[src/rtl/blink_game_ctrl.sv]
// -----------------------------------------------------------------------------
// blink_game_ctrl
//   Round sequencer for the Blink game. Each round lights one pseudo-randomly
//   chosen LED, opens a timed response window, classifies the player's button
//   response as hit or miss, pulses the loss detector with that verdict, then
//   either scores the round or ends the game based on the detector's lose flag.
//
// Ports
//   clk        system clock
//   reset      asynchronous, active-low reset
//   start      start/restart request, honoured only in IDLE or OVER
//   btn        player buttons (debounced, synchronised), one per LED
//   lose_in    lose flag from the loss detector (valid one cycle after check_en)
//   hit_out    verdict to loss detector D input (1 = hit); holds between checks
//   check_en   one-cycle enable pulse to the loss detector
//   led        LED drive: one-hot target while waiting, all on when game over
//   score      hits this game, saturating
//   window     current response window in ticks
//   game_over  high while the game is over
// -----------------------------------------------------------------------------
module blink_game_ctrl #(
    parameter int N_LEDS     = 4,
    parameter int TICK_DIV   = 1000000,
    parameter int WIN_INIT   = 16,
    parameter int WIN_MIN    = 4,
    parameter int LEVEL_STEP = 4,
    parameter int GAP_TICKS  = 2,
    parameter int SCORE_W    = 8
) (
    input  logic               clk,
    input  logic               reset,
    input  logic               start,
    input  logic [N_LEDS-1:0]  btn,
    input  logic               lose_in,
    output logic               hit_out,
    output logic               check_en,
    output logic [N_LEDS-1:0]  led,
    output logic [SCORE_W-1:0] score,
    output logic [7:0]         window,
    output logic               game_over
);

    localparam int SEL_W  = (N_LEDS > 1) ? $clog2(N_LEDS) : 1;
    localparam int CNT_W  = (TICK_DIV > 1) ? $clog2(TICK_DIV) : 1;
    localparam int HCNT_W = $clog2(LEVEL_STEP + 1);

    localparam logic [CNT_W-1:0]   CNT_LAST   = CNT_W'(TICK_DIV - 1);
    localparam logic [7:0]         WIN_INIT_V = 8'(WIN_INIT);
    localparam logic [7:0]         WIN_MIN_V  = 8'(WIN_MIN);
    localparam logic [7:0]         GAP_V      = 8'(GAP_TICKS);
    localparam logic [HCNT_W-1:0]  HCNT_LAST  = HCNT_W'(LEVEL_STEP - 1);
    localparam logic [SCORE_W-1:0] SCORE_MAX  = '1;

    typedef enum logic [2:0] {
        S_IDLE,
        S_ARM,
        S_WAIT,
        S_CHECK,
        S_RESULT,
        S_GAP,
        S_OVER
    } state_t;

    state_t              state_q,     state_d;
    logic [15:0]         lfsr_q,      lfsr_d;
    logic [CNT_W-1:0]    cnt_q,       cnt_d;
    logic [7:0]          timer_q,     timer_d;
    logic [HCNT_W-1:0]   hcnt_q,      hcnt_d;
    logic [N_LEDS-1:0]   btn_q,       btn_d;
    logic [N_LEDS-1:0]   led_q,       led_d;
    logic [SCORE_W-1:0]  score_q,     score_d;
    logic [7:0]          window_q,    window_d;
    logic                hit_out_q,   hit_out_d;
    logic                check_en_q,  check_en_d;
    logic                game_over_q, game_over_d;

    logic                tick;
    logic [N_LEDS-1:0]   btn_rise;
    logic [N_LEDS-1:0]   one_hot;

    assign tick     = (cnt_q == CNT_LAST);
    // Only fresh presses count; a button held across WAIT entry has btn_q set.
    assign btn_rise = btn & ~btn_q;
    assign one_hot  = N_LEDS'(1) << lfsr_q[SEL_W-1:0];

    always_comb begin
        state_d     = state_q;
        // Fibonacci LFSR, taps 16,14,13,11, free running in every state
        lfsr_d      = {lfsr_q[14:0], lfsr_q[15] ^ lfsr_q[13] ^ lfsr_q[12] ^ lfsr_q[10]};
        cnt_d       = tick ? '0 : cnt_q + 1'b1;
        timer_d     = timer_q;
        hcnt_d      = hcnt_q;
        btn_d       = btn;
        led_d       = led_q;
        score_d     = score_q;
        window_d    = window_q;
        hit_out_d   = hit_out_q;
        check_en_d  = 1'b0;
        game_over_d = game_over_q;

        case (state_q)
            S_IDLE, S_OVER: begin
                if (start) begin
                    state_d     = S_ARM;
                    score_d     = '0;
                    window_d    = WIN_INIT_V;
                    hcnt_d      = '0;
                    game_over_d = 1'b0;
                    led_d       = '0;
                    // Counter reads zero during ARM so the window is exact.
                    cnt_d       = '0;
                end
            end
            S_ARM: begin
                led_d   = one_hot;
                timer_d = window_q;
                state_d = S_WAIT;
            end
            S_WAIT: begin
                // A press beats a timeout landing in the same cycle.
                if (btn_rise != '0) begin
                    hit_out_d  = (btn_rise == led_q);
                    check_en_d = 1'b1;
                    led_d      = '0;
                    state_d    = S_CHECK;
                end else if (tick && (timer_q <= 8'd1)) begin
                    hit_out_d  = 1'b0;
                    check_en_d = 1'b1;
                    led_d      = '0;
                    state_d    = S_CHECK;
                end else if (tick) begin
                    timer_d = timer_q - 8'd1;
                end
            end
            S_CHECK: begin
                state_d = S_RESULT;
            end
            S_RESULT: begin
                if (lose_in) begin
                    game_over_d = 1'b1;
                    led_d       = '1;
                    state_d     = S_OVER;
                end else begin
                    if (score_q != SCORE_MAX) begin
                        score_d = score_q + 1'b1;
                    end
                    if (hcnt_q >= HCNT_LAST) begin
                        hcnt_d = '0;
                        if (window_q > WIN_MIN_V) begin
                            window_d = window_q - 8'd1;
                        end
                    end else begin
                        hcnt_d = hcnt_q + 1'b1;
                    end
                    // The dark gap is timed from a freshly cleared counter.
                    cnt_d   = '0;
                    timer_d = GAP_V;
                    state_d = S_GAP;
                end
            end
            S_GAP: begin
                if (tick) begin
                    if (timer_q <= 8'd1) begin
                        cnt_d   = '0;
                        state_d = S_ARM;
                    end else begin
                        timer_d = timer_q - 8'd1;
                    end
                end
            end
            default: begin
                led_d   = '0;
                state_d = S_IDLE;
            end
        endcase
    end

    always_ff @(posedge clk or negedge reset) begin
        if (!reset) begin
            state_q     <= S_IDLE;
            lfsr_q      <= 16'hACE1;
            cnt_q       <= '0;
            timer_q     <= '0;
            hcnt_q      <= '0;
            btn_q       <= '0;
            led_q       <= '0;
            score_q     <= '0;
            window_q    <= WIN_INIT_V;
            hit_out_q   <= 1'b0;
            check_en_q  <= 1'b0;
            game_over_q <= 1'b0;
        end else begin
            state_q     <= state_d;
            lfsr_q      <= lfsr_d;
            cnt_q       <= cnt_d;
            timer_q     <= timer_d;
            hcnt_q      <= hcnt_d;
            btn_q       <= btn_d;
            led_q       <= led_d;
            score_q     <= score_d;
            window_q    <= window_d;
            hit_out_q   <= hit_out_d;
            check_en_q  <= check_en_d;
            game_over_q <= game_over_d;
        end
    end

    assign hit_out   = hit_out_q;
    assign check_en  = check_en_q;
    assign led       = led_q;
    assign score     = score_q;
    assign window    = window_q;
    assign game_over = game_over_q;

endmodule
[config.mk]
export PLATFORM = sky130hd
export DESIGN_NAME = blink_game_ctrl
export DESIGN_NICKNAME = d
export VERILOG_FILES = /design/src/rtl/blink_game_ctrl.sv
export SDC_FILE = /design/constraint.sdc
export NUM_CORES = 1
export LEC_CHECK = 0
export BUFFER_PORTS_ARGS = -buffer_cell sky130_fd_sc_hd__buf_4
export CORE_UTILIZATION = 41
export DETAILED_ROUTE_END_ITERATION = 8
export PLACE_DENSITY = 0.69
export REMOVE_ABC_BUFFERS = 1
export SYNTH_ARGS = -nofsm -noshare
export SYNTH_HDL_FRONTEND = slang
export SYNTH_SLANG_ARGS = --single-unit
[constraint.sdc]
create_clock -name clk -period 6.5 [get_ports clk]
set_clock_uncertainty 0.2 [all_clocks]
set_input_delay 0 -clock clk [delete_from_list [all_inputs] [get_ports clk]]
set_output_delay 0 -clock clk [all_outputs]
set_load 0.01 [all_outputs]
==> key figures <==
Critical path
  – Crit-path leading delay family: simple AND/OR/NAND/NOR gates
  – Reg2reg start: state_q[2]
  – CP Class: reg2reg
  – Critical Path Start Type: flip-flop
  – CP max stage cell: dfrtp_1
  – Crit-path max FO: 21
  – Worst EP required: 6.53 ns
  – Critical path buffers and inverters: 0
  – Crit-path max cell delay: 0.70 ns
  – FF-to-FF path depth: 5
  – Setup crit end kind: flip-flop
  – Worst-path cell chain: nand2b_1 -> nor4_1 -> a21o_1 -> or2_0 -> o21ai_1
  – CP arrival: between 2 and 3 ns
  – R2R Setup Slk: approximately 3.8 ns
  – Critical Path Stages: 5
  – CP startpoint: state_q[2]

CTS
  – Postcts setup bufs: 0
  – CTS H-tree depth: 3
  – Clk sink count: 77
  – Root buffer cell: clkbuf_8
  – Cts bufs inserted: 9
  – Buffers from clock root to sink, at most: 2
  – Clk_lat worst skew: 0.36 ns
  – Cts hold-fix bufs: 8
  – PostCTS Resize Cnt: 0
  – Clk pin slew, worst setup/hold paths: 0.09 ns
  – CTS tree: yes

Min path
  – Worst Hold Class: in2reg
  – Hold Path Depth: 2
  – Hold path startpoint: btn[2]

Logic synthesis
  – Cell area after synthesis: 3890 um2
  – Syn_area_per_cell: 9.97 um2
  – Distinct cells, synth: 60
  – Largest area contributor in the netlist: dfrtp_1
  – Top cells by area, synth: dfrtp_1 (44%), dfstp_2 (6.1%), nor2_1 (3.8%), xnor2_1 (3.4%), a21oi_1 (2.6%)
  – Share of the synthesized area in the top cell type: 0.438
  – Seq/Total Area, Yosys: 0.499
  – EDFF count, synth: 0
  – Top FF cell, synth: dfrtp_1
  – Post-synthesis register bit count: 77
  – Cells after synthesis: 390
  – Syn. warnings: 0
  – Async S/R FF share, synth: 1.00

Final layout
  – Commonest non-fill, non-tap cell in the layout: dfrtp_1
  – Final instance area: approximately 4500 um2
  – Most frequent cells in the layout: dfrtp_1 (68), nor2_1 (39), buf_4 (31), nand2_1 (22), a21oi_1 (20)
  – Nets: between 400 and 500
  – Antenna cells: 0
  – Share of cells above drive strength 1: 0.153
  – Synth-to-Final Area Change: 15.0%

Routing
  – Residual DRC: 0
  – Routed wirelength normalized by instance count: 14.7 um
  – Post-Route WL: around 7.9 mm
  – 1st-pass router iterations: 4
  – Iteration-0 DRC Markers: 146
  – Post-DR vias/cell: roughly 5.5
  – Post-route ant nets: 0
  – Via count: 3,001

Timing
  – WHS: 0.0953 ns
  – Relative slew slack: 0.377
  – Slew Viols, Final: 0
  – Final hold viol count: 0
  – Fin crit period: between 2 and 3 ns
  – PnR worst setup slack: between 3 and 4 ns
  – Unrepaired setup endpoints after global routing: false
  – Tightest Pin Transition: between 0.9 and 1 ns
  – Fmax: 0.369 GHz
  – Setup TNS: 0 ns
  – Crit share post-route: 0.417
  – Setup violations, final: 0

Floorplan
  – Ports: 31
  – Die Area: ~9900 um2
  – Row Count: 35
  – Height of the die: 99.4 um
  – Die Wd: 99.4 um
  – Initial Util: 0.423
  – Core footprint: 9200 um2

Pwr
  – Seq pwr share: 0.394
  – Cell-internal power: 1.08 mW
  – Comb pwr share: 0.400
  – Worst vdd ir: 0.000155 V
  – Leakage Power: 1.96 nW
  – Total net switching power: 0.748 mW
  – Total Power: 1.82 mW
  – Clock power share: 0.206
  – Switching share of power: 0.410
  – Cell Pwr Density: 408 nW/um2

Placed design
  – GP Congestion: between 0.8 and 0.9
  – Pre-CTS setup slack: approximately 3.9 ns
  – IO buf count: 30
  – Placed inst area: 4180 um2
  – Post-DP HPWL: 5.38 mm

GRT
  – Largest net degree at the start of global routing: 78
  – Grt ovf: 0
  – Antenna violations before repair: 0
  – Total GRT Usage: 0.177
  – First-pass GRT wire length: 13.7 mm
  – Vias in the first global route: 2,831

Job
  – # Max-Cap Violations: 0

Outcome
  – Status: finished, final reports clean
synthesized netlist by cell type (all sizes together) (6+ instances only):
| cell type | count |
|---|---|
| nor2 | 39 |
| xor2 | 11 |
| nor4 | 8 |
| nand2 | 22 |
| dfrtp | 68 |
| nor3 | 8 |
| or3 | 6 |
| ha | 8 |
| and3 | 7 |
| nand2b | 7 |
| clkbuf | 7 |
| nor2b | 12 |
| dfstp | 9 |
| nand4 | 11 |
| o31ai | 7 |
| o21ai | 28 |
| a21oi | 20 |
| xnor2 | 15 |
| buf | 8 |
| inv | 13 |
| nand3 | 19 |
area by class of cell:
type | instances | area [um2]
clock inverter | 7 | 82.6
inverter | 13 | 48.8
multi-input combinational | 285 | 1820
fill | 852 | 4730
sequential | 77 | 1940
tap | 111 | 139
clock buffer | 9 | 124
timing repair buffer | 39 | 313
layer usage:
metal	share of wire	track usage	vias to the layer above	wire, um
met3	0.031	0.0316	11	246
met5	0	0	-	0
met1	0.48	0.246	1456	3820
met2	0.47	0.274	52	3740
met4	0.016	0.0679	0	128
li1	-	-	1482	-
path summary, 6_finish.rpt:
path	endpoint
max	score[2]
min	btn_q[2]
max reg2reg	score[2]
min reg2reg	lfsr_q[6]
max in group asynchronous	cnt_q[6]
min in group asynchronous	timer_q[2]
flip-flops by register name (all words and copies together), names as in the netlist:
| name | count |
|---|---|
| cnt_q | 20 |
| game_over | 1 |
| score | 8 |
| window | 8 |
| state_q | 3 |
| check_en | 1 |
| lfsr_q | 16 |
| led | 4 |
| hcnt_q | 3 |
| btn_q | 4 |
| hit_out | 1 |
| timer_q | 8 |
power by group through the flow:
| stage | Combinational (mW) | Sequential [mW] | Clock [mW] |
|---|---|---|---|
| after global routing | 0.821 | 0.742 | 0.409 |
| after global placement | 0.706 | 0.720 | 0 |
| final | 0.730 | 0.718 | 0.376 |
| after detailed placement | 0.718 | 0.726 | 0 |
| after floorplan | 0.489 | 0.712 | 0 |
| after CTS | 0.733 | 0.718 | 0.383 |
logic make-up after synthesis:
logic type      share of synthesized area
buf+inv                            0.0322
xor+xnor                           0.0586
compound gates                      0.162
simple gates                        0.220
fa+ha+maj                          0.0257
flops                               0.499
mux                               0.00290
stage by stage:
step / cells / util
final: 541 / 0.486
after global routing: 541 / 0.486
after CTS: 541 / 0.486
after detailed placement: 517 / 0.455
after global placement: 517 / 0.455
after floorplan: 375 / -
No activity file was read; power rests on OpenSTA's default activity.
